==> config.mk <==
export PLATFORM = sky130hd
export DESIGN_NAME = alu_issue_ctrl
export DESIGN_NICKNAME = d
export VERILOG_FILES = /design/src/rtl/alu_issue_ctrl.sv
export SDC_FILE = /design/constraint.sdc
export NUM_CORES = 1
export LEC_CHECK = 0
export BUFFER_PORTS_ARGS = -buffer_cell sky130_fd_sc_hd__buf_2
export CORE_MARGIN = 4
export CORE_UTILIZATION = 40
export DETAILED_ROUTE_END_ITERATION = 16
export GPL_ROUTABILITY_DRIVEN = 0
export PLACE_DENSITY = 0.78
export SLEW_MARGIN = 20
export SYNTH_ARGS = -nofsm -noshare
export SYNTH_HDL_FRONTEND = slang
export SYNTH_SLANG_ARGS = --single-unit
==> constraint.sdc <==
create_clock -name clk -period 4.45 [get_ports clk]
set_clock_uncertainty 0.05 [all_clocks]
set_input_delay 0.89 -clock clk [delete_from_list [all_inputs] [get_ports clk]]
set_output_delay 0.89 -clock clk [all_outputs]
set_load 0.005 [all_outputs]
==> src/rtl/alu_issue_ctrl.sv <==
// alu_issue_ctrl
// Initiator side of the ALU interface in the multi-cycle datapath. Accepts
// an operation request (valid/ready), decodes it into the 4-bit ALU control
// code, drives registered operands onto the ALU for EXEC_CYCLES cycles,
// then captures the ALU result/zero flag and returns a response
// (valid/ready) together with the branch decision.
//
// Ports:
//   clk, rst                 clock (rising edge), async active-high reset
//   req_valid/req_ready      request handshake
//   req_alu_op, req_funct3,
//   req_funct7b5             operation encoding
//   req_rs1, req_rs2         operands
//   alu_a, alu_b,
//   ALU_Control              registered drive to the ALU
//   alu_result, alu_zero     ALU outputs
//   rsp_valid/rsp_ready      response handshake
//   rsp_result, rsp_zero,
//   rsp_branch_taken,
//   rsp_illegal              captured response fields
//
// Optional feature: define ALU_ISSUE_STATS_EN to add the saturating 16-bit
// counters stat_ops and stat_illegal.
//
// State | meaning
// IDLE  | ready for a request
// EXEC  | operands held on the ALU, counting down the settle time
// RESP  | response presented, waiting for the consumer

module alu_issue_ctrl #(
    parameter int unsigned EXEC_CYCLES = 1
) (
    input  logic        clk,
    input  logic        rst,
    input  logic        req_valid,
    output logic        req_ready,
    input  logic [1:0]  req_alu_op,
    input  logic [2:0]  req_funct3,
    input  logic        req_funct7b5,
    input  logic [31:0] req_rs1,
    input  logic [31:0] req_rs2,
    output logic [31:0] alu_a,
    output logic [31:0] alu_b,
    output logic [3:0]  ALU_Control,
    input  logic [31:0] alu_result,
    input  logic        alu_zero,
    output logic        rsp_valid,
    input  logic        rsp_ready,
    output logic [31:0] rsp_result,
    output logic        rsp_zero,
    output logic        rsp_branch_taken,
    output logic        rsp_illegal
`ifdef ALU_ISSUE_STATS_EN
    ,
    output logic [15:0] stat_ops,
    output logic [15:0] stat_illegal
`endif
);

    typedef enum logic [1:0] {
        IDLE = 2'd0,
        EXEC = 2'd1,
        RESP = 2'd2
    } state_t;

    state_t     state, state_nxt;
    logic [3:0] cnt;
    logic [3:0] dec_ctrl;
    logic       dec_illegal, dec_branch, dec_bne;
    logic       op_illegal, op_branch, op_bne;
    logic       accept, capture, release_rsp;

    assign accept      = (state == IDLE) && req_valid;
    assign capture     = (state == EXEC) && (cnt == 4'd0);
    assign release_rsp = (state == RESP) && rsp_ready;

    always_comb begin
        dec_ctrl    = 4'b0010;
        dec_illegal = 1'b0;
        dec_branch  = 1'b0;
        dec_bne     = 1'b0;
        case (req_alu_op)
            2'b00: dec_ctrl = 4'b0010;
            2'b01: begin
                dec_ctrl   = 4'b0110;
                dec_branch = 1'b1;
                case (req_funct3)
                    3'b000:  dec_bne = 1'b0;
                    3'b001:  dec_bne = 1'b1;
                    default: dec_illegal = 1'b1;
                endcase
            end
            2'b10: begin
                case (req_funct3)
                    3'b000:  dec_ctrl = req_funct7b5 ? 4'b0110 : 4'b0010;
                    3'b111:  dec_ctrl = 4'b0000;
                    3'b110:  dec_ctrl = 4'b0001;
                    default: dec_illegal = 1'b1;
                endcase
            end
            default: dec_ctrl = 4'b1100;
        endcase
    end

    always_ff @(posedge clk or posedge rst) begin
        if (rst) state <= IDLE;
        else     state <= state_nxt;
    end

    always_comb begin
        state_nxt = state;
        case (state)
            IDLE:    if (accept)      state_nxt = EXEC;
            EXEC:    if (capture)     state_nxt = RESP;
            RESP:    if (release_rsp) state_nxt = IDLE;
            default: state_nxt = IDLE;
        endcase
    end

    always_comb begin
        req_ready = (state == IDLE);
        rsp_valid = (state == RESP);
    end

    always_ff @(posedge clk or posedge rst) begin
        if (rst) begin
            cnt              <= 4'd0;
            alu_a            <= 32'd0;
            alu_b            <= 32'd0;
            ALU_Control      <= 4'b0010;
            op_illegal       <= 1'b0;
            op_branch        <= 1'b0;
            op_bne           <= 1'b0;
            rsp_result       <= 32'd0;
            rsp_zero         <= 1'b0;
            rsp_branch_taken <= 1'b0;
            rsp_illegal      <= 1'b0;
        end else begin
            if (accept) begin
                cnt         <= 4'(EXEC_CYCLES - 1);
                alu_a       <= req_rs1;
                alu_b       <= req_rs2;
                ALU_Control <= dec_ctrl;
                op_illegal  <= dec_illegal;
                op_branch   <= dec_branch;
                op_bne      <= dec_bne;
            end else if ((state == EXEC) && (cnt != 4'd0)) begin
                cnt <= cnt - 4'd1;
            end
            if (capture) begin
                rsp_result       <= alu_result;
                rsp_zero         <= alu_zero;
                // BEQ takes on zero, BNE on non-zero; illegal branches never take
                rsp_branch_taken <= op_branch && !op_illegal && (alu_zero ^ op_bne);
                rsp_illegal      <= op_illegal;
            end
        end
    end

`ifdef ALU_ISSUE_STATS_EN
    always_ff @(posedge clk or posedge rst) begin
        if (rst) begin
            stat_ops     <= 16'd0;
            stat_illegal <= 16'd0;
        end else if (release_rsp) begin
            if (stat_ops != 16'hFFFF) stat_ops <= stat_ops + 16'd1;
            if (rsp_illegal && (stat_illegal != 16'hFFFF))
                stat_illegal <= stat_illegal + 16'd1;
        end
    end
`endif

endmodule

==> flow_metrics.env <==
export IMPL_rsz0062_at_grt="false"
export IMPL_ys_warn_count=0
export IMPL_syn_area_per_cell_um2=10.5
export IMPL_drcViolationCount=0
export IMPL_clock_latency_ns=0.35
export IMPL_slowest_stage="or3b_2"
export IMPL_tns_ns=0
export IMPL_pwr_share_clk=0.176
export IMPL_grt_max_degree=68
export IMPL_p_comb_frac=0.369
export IMPL_internal_power_uw=2580
export IMPL_initialDrtViolationCount=182
export IMPL_timing_slew_headroom=0.437
export IMPL_synth_cell_types=32
export IMPL_fin_crit_sh=0.492
export IMPL_synth_seq_cells=112
export IMPL_synth_edf_count=0
export IMPL_crit_path_frequent_cell="nand2_1"
export IMPL_cap_violations=0
export IMPL_die_area_um2=12800
export IMPL_synthesis_area_um2=4400
export IMPL_power_uw=3850
export IMPL_num_vias=3556
export IMPL_via_per_inst=4.61
export IMPL_synth_main_ff_cell="dfrtp_1"
export IMPL_post_cts_buffers=0
export IMPL_power_density_nw_per_um2=662
export IMPL_rows=38
export IMPL_worst_setup_path_start_kind="input port"
export IMPL_arrival_ns=2.43
export IMPL_pre_cts_slack_ns=1.87
export IMPL_max_stage_delay_ns=0.73
export IMPL_wl_per_cell_um=13.3
export IMPL_fp_dieW_um=113
export IMPL_cts_sinks=112
export IMPL_yosysTopAreaCell="dfrtp_1"
export IMPL_synth_top_area_frac=0.631
export IMPL_utilization=0.539
export IMPL_cts_root_buf="clkbuf_8"
export IMPL_p_leak_uw=0.00326
export IMPL_grt_total_usage=0.161
export IMPL_grt_pass1_wl_um=16900
export IMPL_routed_wl_um=10300
export IMPL_final_cell_area_um2=5810
export IMPL_overflow=0
export IMPL_ant_nets=0
export IMPL_required_ns=4.70
export IMPL_netSwitchingPower_uw=1270
export IMPL_tightestPinTransition_ns=0.845
export IMPL_period_minus_slack_ns=2.19
export IMPL_post_cts_resized=0
export IMPL_first_pass_iters=4
export IMPL_core_area_um2=10800
export IMPL_irDropWorstVdd_mv=0.302
export IMPL_cp_end_kind="flop"
export IMPL_status="completed"
export IMPL_ios=212
export IMPL_dp_hpwl_um=7660
export IMPL_hold_violations=0
export IMPL_cts_tree="yes"
export IMPL_regToRegSetupSlack_ns=2.39
export IMPL_numCtsBuffers=9
export IMPL_fin_nets=738
export IMPL_crit_type="input port to flop"
export IMPL_holdBufCountCts=0
export IMPL_layout_setup_ws_ns=2.26
export IMPL_crit_path_max_fanout=41
export IMPL_drive_gt1_frac=0.433
export IMPL_synth_fp_nets=531
export IMPL_ctsHtreeMaxLevel=3
export IMPL_antenna_found_initial=0
export IMPL_async_flop_share=1.00
export IMPL_worstPathCellList="buf_2 > or3b_2 > buf_4 > nand2_1 > nand2_1"
export IMPL_antennaDiodeCount=0
export IMPL_io_buffers=211
export IMPL_area_growth_pct=32.0
export IMPL_maxSlewViolCount=0
export IMPL_cp_buffers_inverters=2
export IMPL_swShare=0.330
export IMPL_placed_cell_area_um2=5580
export IMPL_hold_class="flop to flop"
export IMPL_cts_reportedPaths_clkPinSlew_ns=0.09
export IMPL_yosysSeqAreaShare=0.637
export IMPL_die_h_um=113
export IMPL_cp_top_family="simple AND/OR/NAND/NOR gates"
export IMPL_ctsLongestPathBuffers=2
export IMPL_synth_area_leaders="dfrtp_1 (63%), nand2_1 (17%), mux2_2 (8.7%)"
export IMPL_max_freq_mhz=457
export IMPL_grt_pass1_vias=3636
export IMPL_power_frac_seq=0.456
export IMPL_initial_utilization=0.408
export IMPL_setup_viol=0
export IMPL_synthCells=419
-- state kept, by name, summed over array words and instances (netlist names) --
signal	cells
op_illegal	1
alu_a	32
op_bne	1
rsp_result	32
rsp_zero	1
rsp_illegal	1
ALU_Control	4
alu_b	32
rsp_branch_taken	1
state	2
op_branch	1
cnt	4
-- synthesized netlist by cell type (all sizes together), types with 2 or more instances --
library cell    n
nand2         205
dfrtp         111
mux2           34
buf            11
clkbuf          8
inv             7
o21ai           7
ha              5
nor2            4
or3b            3
nand2b          2
nand3           2
nor3b           2
o211ai          2
o31ai           2
o41ai           2
-- power by group through the flow --
stage          logic (uW)  registers [uW]  clock network (uW)
6_report             1420            1750                 676
5_1_grt              1610            1820                 746
4_1_cts              1460            1760                 702
3_5_place_dp         1460            1770                   0
3_3_place_gp         1400            1760                   0
2_1_floorplan         741            1800                   0
-- worst min-delay path, stage by stage (launching register included) --
cell,delay (ns)
dfrtp_1,0.35
nand2_1,0.05
nand2_1,0.06
-- cells by family after synthesis --
group / share of synthesized area
xor gates and xnor gates: 0.00199
AOI/OAI and AO/OA: 0.0290
buffers and inverters: 0.0267
muxes: 0.0892
DFF: 0.637
and+or+nand+nor: 0.202
adders and majority gates: 0.0142
-- worst paths after layout --
path                                       from                          to  cells past startpoint
min reg2reg                alu_b[1]$_DFFE_PP0P_        alu_b[1]$_DFFE_PP0P_                      2
max reg2reg                  cnt[0]$_DFFE_PP0P_  rsp_result[11]$_DFFE_PP0P_                      5
max in group asynchronous                   rst  ALU_Control[1]$_DFFE_PP1P_                      3
max                                   req_valid       alu_b[28]$_DFFE_PP0P_                      5
min in group asynchronous                   rst       alu_a[27]$_DFFE_PP0P_                      2
min                        alu_b[1]$_DFFE_PP0P_        alu_b[1]$_DFFE_PP0P_                      2
-- area by class of cell --
type / count / area [um2]
Fill cell: 954 / 4980
Tap cell: 140 / 175
Sequential cell: 112 / 2800
Clock buffer: 14 / 173
Timing Repair Buffer: 215 / 1090
Inverter: 7 / 28.8
Clock inverter: 2 / 60.1
Multi-Input combinational cell: 281 / 1490
-- layer usage --
| metal | routed length (um) | global-route usage | up-vias |
|---|---|---|---|
| met5 | 0 | 0 | - |
| met4 | 198 | 0.0609 | 0 |
| met3 | 927 | 0.0433 | 15 |
| met2 | 4940 | 0.274 | 145 |
| met1 | 4200 | 0.196 | 1656 |
| li1 | - | - | 1740 |
-- cells in the final DEF, fill, tap and decap left out, types with 2 or more instances in the layout --
cell type,netlist,final
inv_1,7,6
or3b_2,2,3
o211ai_1,2,2
buf_2,10,211
nor3b_2,1,2
nand2b_1,2,2
mux2_2,34,34
o41ai_2,2,2
ha_1,5,5
o21ai_0,7,7
buf_4,0,4
clkbuf_8,0,12
o31ai_1,2,2
clkbuf_1,8,2
nand2_1,204,204
bufinv_16,0,2
nand3_1,2,2
dfrtp_1,111,111
nor2_1,4,4
-- per-stage QoR --
stage,instances,hold slack [ns]
2_1_floorplan,419,0.396
3_3_place_gp,755,0.402
3_5_place_dp,755,0.409
4_1_cts,771,0.433
5_1_grt,771,0.454
6_report,771,0.429
Note: power is estimated with default switching activity, not from simulation.
